<file path="src/rtl/serial_logic_pkg.sv">
// Shared types for the bit-serial mux-built logic unit.
package serial_logic_pkg;

    typedef enum logic [1:0] {
        OP_AND  = 2'b00,
        OP_OR   = 2'b01,
        OP_XOR  = 2'b10,
        OP_NAND = 2'b11
    } op_e;

    typedef enum logic [1:0] {
        IDLE = 2'd0,
        RUN  = 2'd1,
        DONE = 2'd2
    } state_e;

    // Bit-index counter width; a 1-bit unit still needs one counter bit.
    function automatic int cnt_width(input int width);
        return (width > 1) ? $clog2(width) : 1;
    endfunction

endpackage

</file>
<file path="src/rtl/mux.sv">
// 2:1 single-bit mux, the only primitive used by the logic datapath.
module mux (
    input  logic d0,
    input  logic d1,
    input  logic sel,
    output logic y
);

    assign y = sel ? d1 : d0;

endmodule

</file>
<file path="src/rtl/mux_bit_op.sv">
// One-bit AND/OR/XOR/NAND built purely from mux instances and constants.
module mux_bit_op (
    input  logic       a_bit,
    input  logic       b_bit,
    input  logic [1:0] op,
    output logic       y
);

    logic not_a;
    logic and_y;
    logic or_y;
    logic xor_y;
    logic nand_y;
    logic sel_lo;
    logic sel_hi;

    mux u_not_a (.d0(1'b1),  .d1(1'b0),   .sel(a_bit), .y(not_a));
    mux u_and   (.d0(1'b0),  .d1(a_bit),  .sel(b_bit), .y(and_y));
    mux u_or    (.d0(a_bit), .d1(1'b1),   .sel(b_bit), .y(or_y));
    mux u_xor   (.d0(a_bit), .d1(not_a),  .sel(b_bit), .y(xor_y));
    mux u_nand  (.d0(1'b1),  .d1(1'b0),   .sel(and_y), .y(nand_y));

    // op[0] picks within each pair, op[1] picks the pair
    mux u_sel_lo (.d0(and_y),  .d1(or_y),   .sel(op[0]), .y(sel_lo));
    mux u_sel_hi (.d0(xor_y),  .d1(nand_y), .sel(op[0]), .y(sel_hi));
    mux u_sel    (.d0(sel_lo), .d1(sel_hi), .sel(op[1]), .y(y));

endmodule

</file>
<file path="src/rtl/serial_mux_logic_unit.sv">
// Bit-serial two-operand logic unit, one result bit per clock, LSB first,
// with valid/ready handshakes on both sides.
//
// state | meaning
// IDLE  | waiting for an operand handshake
// RUN   | processing bit[cnt] each edge, result shifts in from the MSB
// DONE  | result held with out_valid until the consumer takes it
module serial_mux_logic_unit
    import serial_logic_pkg::*;
#(
    parameter int WIDTH = 8
) (
    input  logic             clk,
    input  logic             rst_n,
    input  logic             in_valid,
    output logic             in_ready,
    input  logic [WIDTH-1:0] a,
    input  logic [WIDTH-1:0] b,
    input  logic [1:0]       op,
    output logic             out_valid,
    input  logic             out_ready,
    output logic [WIDTH-1:0] result,
    output logic             busy
);

    localparam int CNT_W = cnt_width(WIDTH);
    localparam logic [CNT_W-1:0] CNT_LAST = CNT_W'(WIDTH - 1);

    state_e           state;
    state_e           state_nx;
    logic [WIDTH-1:0] a_sh;
    logic [WIDTH-1:0] b_sh;
    op_e              op_sh;
    logic [CNT_W-1:0] cnt;
    logic             bit_y;
    logic             last;
    logic [WIDTH-1:0] shift_nx;

    mux_bit_op u_bit_op (
        .a_bit (a_sh[cnt]),
        .b_bit (b_sh[cnt]),
        .op    (op_sh),
        .y     (bit_y)
    );

    assign last = (cnt == CNT_LAST);
    assign busy = (state != IDLE);

    always_comb begin
        shift_nx = result >> 1;
        shift_nx[WIDTH-1] = bit_y;
    end

    always_comb begin
        state_nx = state;
        case (state)
            IDLE:    if (in_valid && in_ready) state_nx = RUN;
            RUN:     if (last) state_nx = DONE;
            DONE:    if (out_ready) state_nx = IDLE;
            default: state_nx = IDLE;
        endcase
    end

    always_ff @(posedge clk or negedge rst_n) begin
        if (!rst_n) begin
            state     <= IDLE;
            in_ready  <= 1'b0;
            out_valid <= 1'b0;
            result    <= '0;
            cnt       <= '0;
            a_sh      <= '0;
            b_sh      <= '0;
            op_sh     <= OP_AND;
        end else begin
            state    <= state_nx;
            in_ready <= (state_nx == IDLE);
            case (state)
                IDLE: begin
                    if (in_valid && in_ready) begin
                        a_sh  <= a;
                        b_sh  <= b;
                        op_sh <= op_e'(op);
                        cnt   <= '0;
                    end
                end
                RUN: begin
                    result <= shift_nx;
                    // counter parks on the last index instead of wrapping
                    if (last) out_valid <= 1'b1;
                    else      cnt <= cnt + CNT_W'(1);
                end
                DONE: begin
                    if (out_ready) out_valid <= 1'b0;
                end
                default: ;
            endcase
        end
    end

endmodule
</file>
<file path="config.mk">
export PLATFORM = sky130hd
export DESIGN_NAME = serial_mux_logic_unit
export DESIGN_NICKNAME = d
export VERILOG_FILES = /design/src/rtl/serial_logic_pkg.sv /design/src/rtl/mux.sv /design/src/rtl/mux_bit_op.sv /design/src/rtl/serial_mux_logic_unit.sv
export SDC_FILE = /design/constraint.sdc
export NUM_CORES = 1
export LEC_CHECK = 0
export ABC_AREA = 1
export CAP_MARGIN = 20
export CELL_PAD_IN_SITES_DETAIL_PLACEMENT = 0
export CELL_PAD_IN_SITES_GLOBAL_PLACEMENT = 1
export CORE_MARGIN = 5
export CORE_UTILIZATION = 34
export CTS_CLUSTER_DIAMETER = 200
export CTS_CLUSTER_SIZE = 12
export DETAILED_ROUTE_END_ITERATION = 7
export HOLD_SLACK_MARGIN = 0.12
export PLACE_DENSITY_LB_ADDON = 0.1
export SLEW_MARGIN = 10
export SYNTH_ARGS = -nofsm -noshare
export SYNTH_HDL_FRONTEND = slang
export SYNTH_SLANG_ARGS = --single-unit
export TNS_END_PERCENT = 1
</file>
<file path="constraint.sdc">
create_clock -name clk -period 1.5 [get_ports clk]
set_clock_uncertainty 0.05 [all_clocks]
set_input_delay 0.3 -clock clk [delete_from_list [all_inputs] [get_ports clk]]
set_output_delay 0.3 -clock clk [all_outputs]
set_load 0.03 [all_outputs]
</file>
Word-level counts from Yosys, hierarchy flattened

Cells that the tools add are included.
W data, S select, Z words.

Equality and inequality tests: 7
Multiply operators: 0
Shift operators: 0
Muxes and demuxes: 22
$add $sub $neg: 1
Bitwise operators: 0
Order comparisons: 1
Div/mod/pow operators: 0
Reduce and logical (&&, ||, !) cells: 9

Operators by type and width:

| cell                  | count |
|---|---|
| $mux W1               | 12 |
| $ne A2 B2 Y1 const B  | 4 |
| $bmux W1 S3           | 2 |
| $mux W2               | 3 |
| $mux W3               | 2 |
| $pmux W2 S3           | 1 |
| $pmux W3 S2           | 1 |
| $reduce_and A3 Y1     | 2 |
| $reduce_bool A2 Y1    | 3 |
| $logic_not A2 Y1      | 2 |
| $lt A3 B4 Y1 const B  | 1 |
| $add A3 B1 Y3 const B | 1 |
| $eq A3 B3 Y1 const B  | 1 |
| $eq A2 B1 Y1 const B  | 1 |
| $eq A2 B2 Y1 const B  | 1 |
| $pmux W1 S2           | 1 |
| $reduce_and A2 Y1     | 1 |
| $logic_and A1 B1 Y1   | 1 |

Memories kept: 0
Latch bits: 0
Memory bits (writable): 0
Output and inout bits: 11
Register bits: 33
ROM bits: 0
Input bits: 22
Word-level logic and storage cells: 48

Logic depth before layout (Yosys ltp)

Depth after elaboration: 6
Gate-level depth with buffers: 14
Gate-level depth less buffers: 13

Hierarchy

From an unflattened synthesis, not the netlist that was laid out.

Cell total of the unflattened synthesis: 208
Area total of the unflattened synthesis: 1702.9 um^2

By module, submodules not included:

| module                | area each (um^2) | times used | cells an instance | seq. area each (um^2) |
|---|---|---|---|---|
| serial_mux_logic_unit | 1575.3           | 1          | 174               | 825.8 |
| mux                   | 15.0             | 8          | 4                 | 0.0 |
| mux_bit_op            | 7.5              | 1          | 2                 | 0.0 |

Worst setup path before layout

OpenSTA, ideal clock, no wires.

Path type: reg2reg
From: register cnt[0]
To: register result[7]
Path buffers: 1
Arrival: 1.400 ns
Required time: 1.333 ns
Library setup time: 0.117 ns
Setup slack: -0.067 ns
Cell stages (with the launch flop): 15
Period minus slack after synthesis: 1.567 ns
Cell sequence: dfrtp_1 buf_2 inv_2 nand2_1 nand3_1 nand2_1 nand2_1 nand2_1 ha_1 nor2_1 nor2_1 nand2_1 nand2_1 nand2_1 nand2_1

Longest elaborated chain between the ends: 6
Elaborated cells between the ends (all ways): 12
Classes of those cells: mux (12)

Ends and longest elaborated chain:

| item                           | line                                                     | RTL |
|---|---|---|
| start, declared                | serial_mux_logic_unit.sv:34                              | `logic [CNT_W-1:0] cnt;` |
| start signal, assigned         | serial_mux_logic_unit.sv:90                              | `else cnt <= cnt + CNT_W'(1);` |
| $bmux W1 S3 (on tied branches) | serial_mux_logic_unit.sv:40, serial_mux_logic_unit.sv:41 |  |
| $mux W1 (on tied branches)     | serial_mux_logic_unit.sv:40, serial_mux_logic_unit.sv:41 |  |
| $mux W1 (3 in a row)           | mux.sv:9                                                 | `assign y = sel ? d1 : d0;` |
| $mux W1 *                      | mux.sv:9                                                 |  |
| end signal, assigned           | serial_mux_logic_unit.sv:87                              | `result <= shift_nx;` |
| end, declared                  | serial_mux_logic_unit.sv:22                              | `output logic [WIDTH-1:0] result,` |

Mark *: on every way between the ends. The rest lies on a longest branch, timed or not. The select of a mux whose other input is x is not followed.
A chain may end at the register's enable or synchronous reset.

Worst setup path after layout

Ends and elaborated chain as after synthesis.

==> metrics.md <==
| Metric | Value |
|---|---|
| Chip Width | `around 80 um` |
| Met3 WL | `170 um` |
| Least-Margin Pin Slew | `approximately 0.3 ns` |
| Pre-antenna DRT Iters | `4` |
| Cell Area, Synth | `around 1700 um2` |
| Reg2Reg Setup Slack | `-0.19 ns` |
| Die Ht | `80.4 um` |
| Yosys top cell area share | `0.491` |
| Met2 wire len | `2070 um` |
| Worst Reg-to-Reg Cells | `12` |
| Final worst path period need | `1.69 ns` |
| CP most frequent cell | `nand2_1` |
| Tot Pwr | `5440 uW` |
| RePlAce Congestion | `0.891` |
| Final Setup Violations | `7` |
| Highest routed layer | `met4` |
| Distinct cell type count after synthesis | `19` |
| Unrepaired setup endpoints after global routing | `true` |
| Post-Place Setup Slack | `-0.250 ns` |
| DRC | `0` |
| CP max stage delay | `0.46 ns` |
| Final Hold Viols | `0` |
| Arr. time, crit path | `1.82 ns` |
| Grt ovf | `0` |
| CP endpoint kind | `flop` |
| Initial antenna violation count | `0` |
| Syn avg cell area | `8.76 um2` |
| Hpwl dp | `2800 um` |
| Register area share after synthesis | `0.491` |
| WL per Instance | `about 12 um` |
| FF-to-FF Start | `cnt[0]` |
| Core area | `4750 um2` |
| Starting density of the core | `0.354` |
| VDD IR max | `0.000866 V` |
| Die ar. | `6460 um2` |
| Clock sink count | `33` |
| H-tree Lvls | `2` |
| CTS tree | `yes` |
| Routed WL | `3940 um` |
| Status | `finished with violations` |
| FP Rows | `25` |
| CTS Buf Count | `5` |
| Pin count of the biggest net entering global routing | `34` |
| Worst-path clk slew | `0.07 ns` |
| Wire length on met1 | `between 1500 and 2000 um` |
| Main area contributors after synthesis | `dfrtp_1, nand2_1, o21ai_2` |
| PD cells | `2240 nW/um2` |
| Total number of vias | `1,402` |
| Clock root cell | `clkbuf_8` |
| Antenna Cells | `0` |
| Final Slew Violations | `0` |
| Cells along the critical path | `buf_6, nand2_1, nand3_2, nand3_2, nand2_1, ha_1, inv_1, nand2_1, nand3_1, nand2_1, nand2_1, nand2_1` |
| Net count, final | `275` |
| Total GRT Usage | `0.130` |
| # IOs | `33` |
| Startpoint types | `flop` |
| Hold Crit Class | `in2async` |
| Placed Cells incl. Taps | `about 310` |
| Seq cells post-synth | `33` |
| DRT iter0 DRCs | `56` |
| Setup ws final | `-0.187 ns` |
| Vias per inst | `4.42` |
| Area leader, netlist | `dfrtp_1` |
| Clock Path Buffers | `2` |
| Clock latency on the worst-skew pair | `0.29 ns` |
| Failing checks | `setup timing` |
| Port bufs | `32` |
| Non-Filler Instances | `roughly 320` |
| Vias in the first global route | `1,418` |
| First-pass GRT wire length | `6460 um` |
| WP data required | `roughly 1.6 ns` |
| Slew headroom | `0.796` |
| Fin crit share | `1.12` |
| Post-Route Setup TNS | `-0.712 ns` |
| Max-cap viol count | `0` |
| Ratio of cells with drive above 1 in the final layout | `0.308` |
| Crit-path slowest cell | `dfrtp_2` |
| Routed Antenna Nets | `0` |
| Synth warn | `0` |
| Static leakage | `0.00123 uW` |
| Cells after Synth | `192` |
| Syn_nets | `218` |
| Max FO, Critical Path | `5` |
| Setup CP Type | `reg2reg` |
| Highest Clock Rate | `593 MHz` |
| Reg2reg end | `result[7]` |
| Layout area overhead | `44.5%` |
-- registers in the layout, indices dropped and copies added, names as in the netlist --
register and count:
cnt 3, state 2, a_sh 8, op_sh 2
result 8, out_valid 1, in_ready 1, b_sh 8
-- worst max path at each step --
stage                     startpoint   endpoint  slack [ns]  cells past startpoint
after floorplan               cnt[0]  result[7]       0.004                     14
after global placement        cnt[0]  result[7]       -0.14                     12
after detailed placement      cnt[0]  result[7]       -0.25                     12
after CTS                     cnt[0]  result[7]       -0.12                     12
after global routing          cnt[0]  result[7]       -0.29                     12
final                         cnt[0]  result[7]       -0.19                     12
-- placed cells by master (no fill, tap or decap), types with 2 or more instances in the layout --
cell,count
nand2_2,3
nand3_1,4
buf_12,3
ha_2,2
o21ai_0,3
inv_6,2
clkbuf_8,5
nand3_2,12
o21ai_2,18
dlygate4sd2_1,10
o21ai_1,6
buf_6,2
bufinv_16,2
nand2_1,64
buf_4,18
clkdlybuf4s50_1,21
nor2_1,4
nand2_4,5
dfrtp_1,32
ha_1,2
inv_1,26
-- cell usage after synthesis --
master   number
buf_12        2
buf_2         1
buf_6         1
buf_8         1
dfrtp_1      33
ha_1          4
inv_1        26
inv_2         2
inv_6         1
nand2_1      66
nand2_2       1
nand2_4       5
nand3_1      16
nor2_1        4
nor2_2        1
o21ai_0       3
o21ai_1       6
o21ai_2      18
o31ai_1       1
-- repair_timing --
item	in CTS	in global routing
hold buffers	0	0
resized for setup	17	17
setup endpoints to repair	16	6
buffers inserted	0	3
pin swaps	1	12
-- layout make-up --
class / instances / area, um2
fill: 479 / 2320
sequential: 33 / 827
multi-input combinational: 125 / 742
timing repair buffer: 55 / 527
inverter: 29 / 119
tap: 67 / 83.8
clock buffer: 5 / 68.8
clock inverter: 3 / 65.1
-- report_power, final --
part / internal [uW] / total [uW] / switching, uW
Combinational: 1250 / 2930 / 1680
Clock: 660 / 998 / 337
Sequential: 1300 / 1520 / 212
Total: 3210 / 5440 / 2230
-- cells by family (layout without fill, tap and decap cells) --
family,Yosys count,after routing,share of synthesized area
and+or+nand+nor,93,93,0.245
AOI/OAI and AO/OA,28,28,0.125
buffers and inverters,34,92,0.110
adders and majority gates,4,4,0.0297
DFF,33,33,0.491
-- metal layers --
metal | GRT usage | vias to the layer above
met5 | 0 | -
met4 | 0.0456 | 0
met3 | 0.0370 | 7
met2 | 0.224 | 32
met1 | 0.155 | 656
li1 | - | 707
-- through the flow --
stage	instance area, um2	hold slack [ns]	utilization
detailed placement	2210	0.425	0.464
global route	2430	0.351	0.512
finish	2430	0.330	0.512
CTS	2350	0.339	0.494
floorplan	1690	-0.0456	-
global placement	2210	0.407	0.464
-- worst max-delay path, delay by kind of cell, from the launching register on --
family | cells | cell delay, ns
and+or+nand+nor | 9 | 0.57
buffers and inverters | 2 | 0.20
adders and majority gates | 1 | 0.29
DFF | 1 | 0.46
Power figures use the tool's default switching activity.
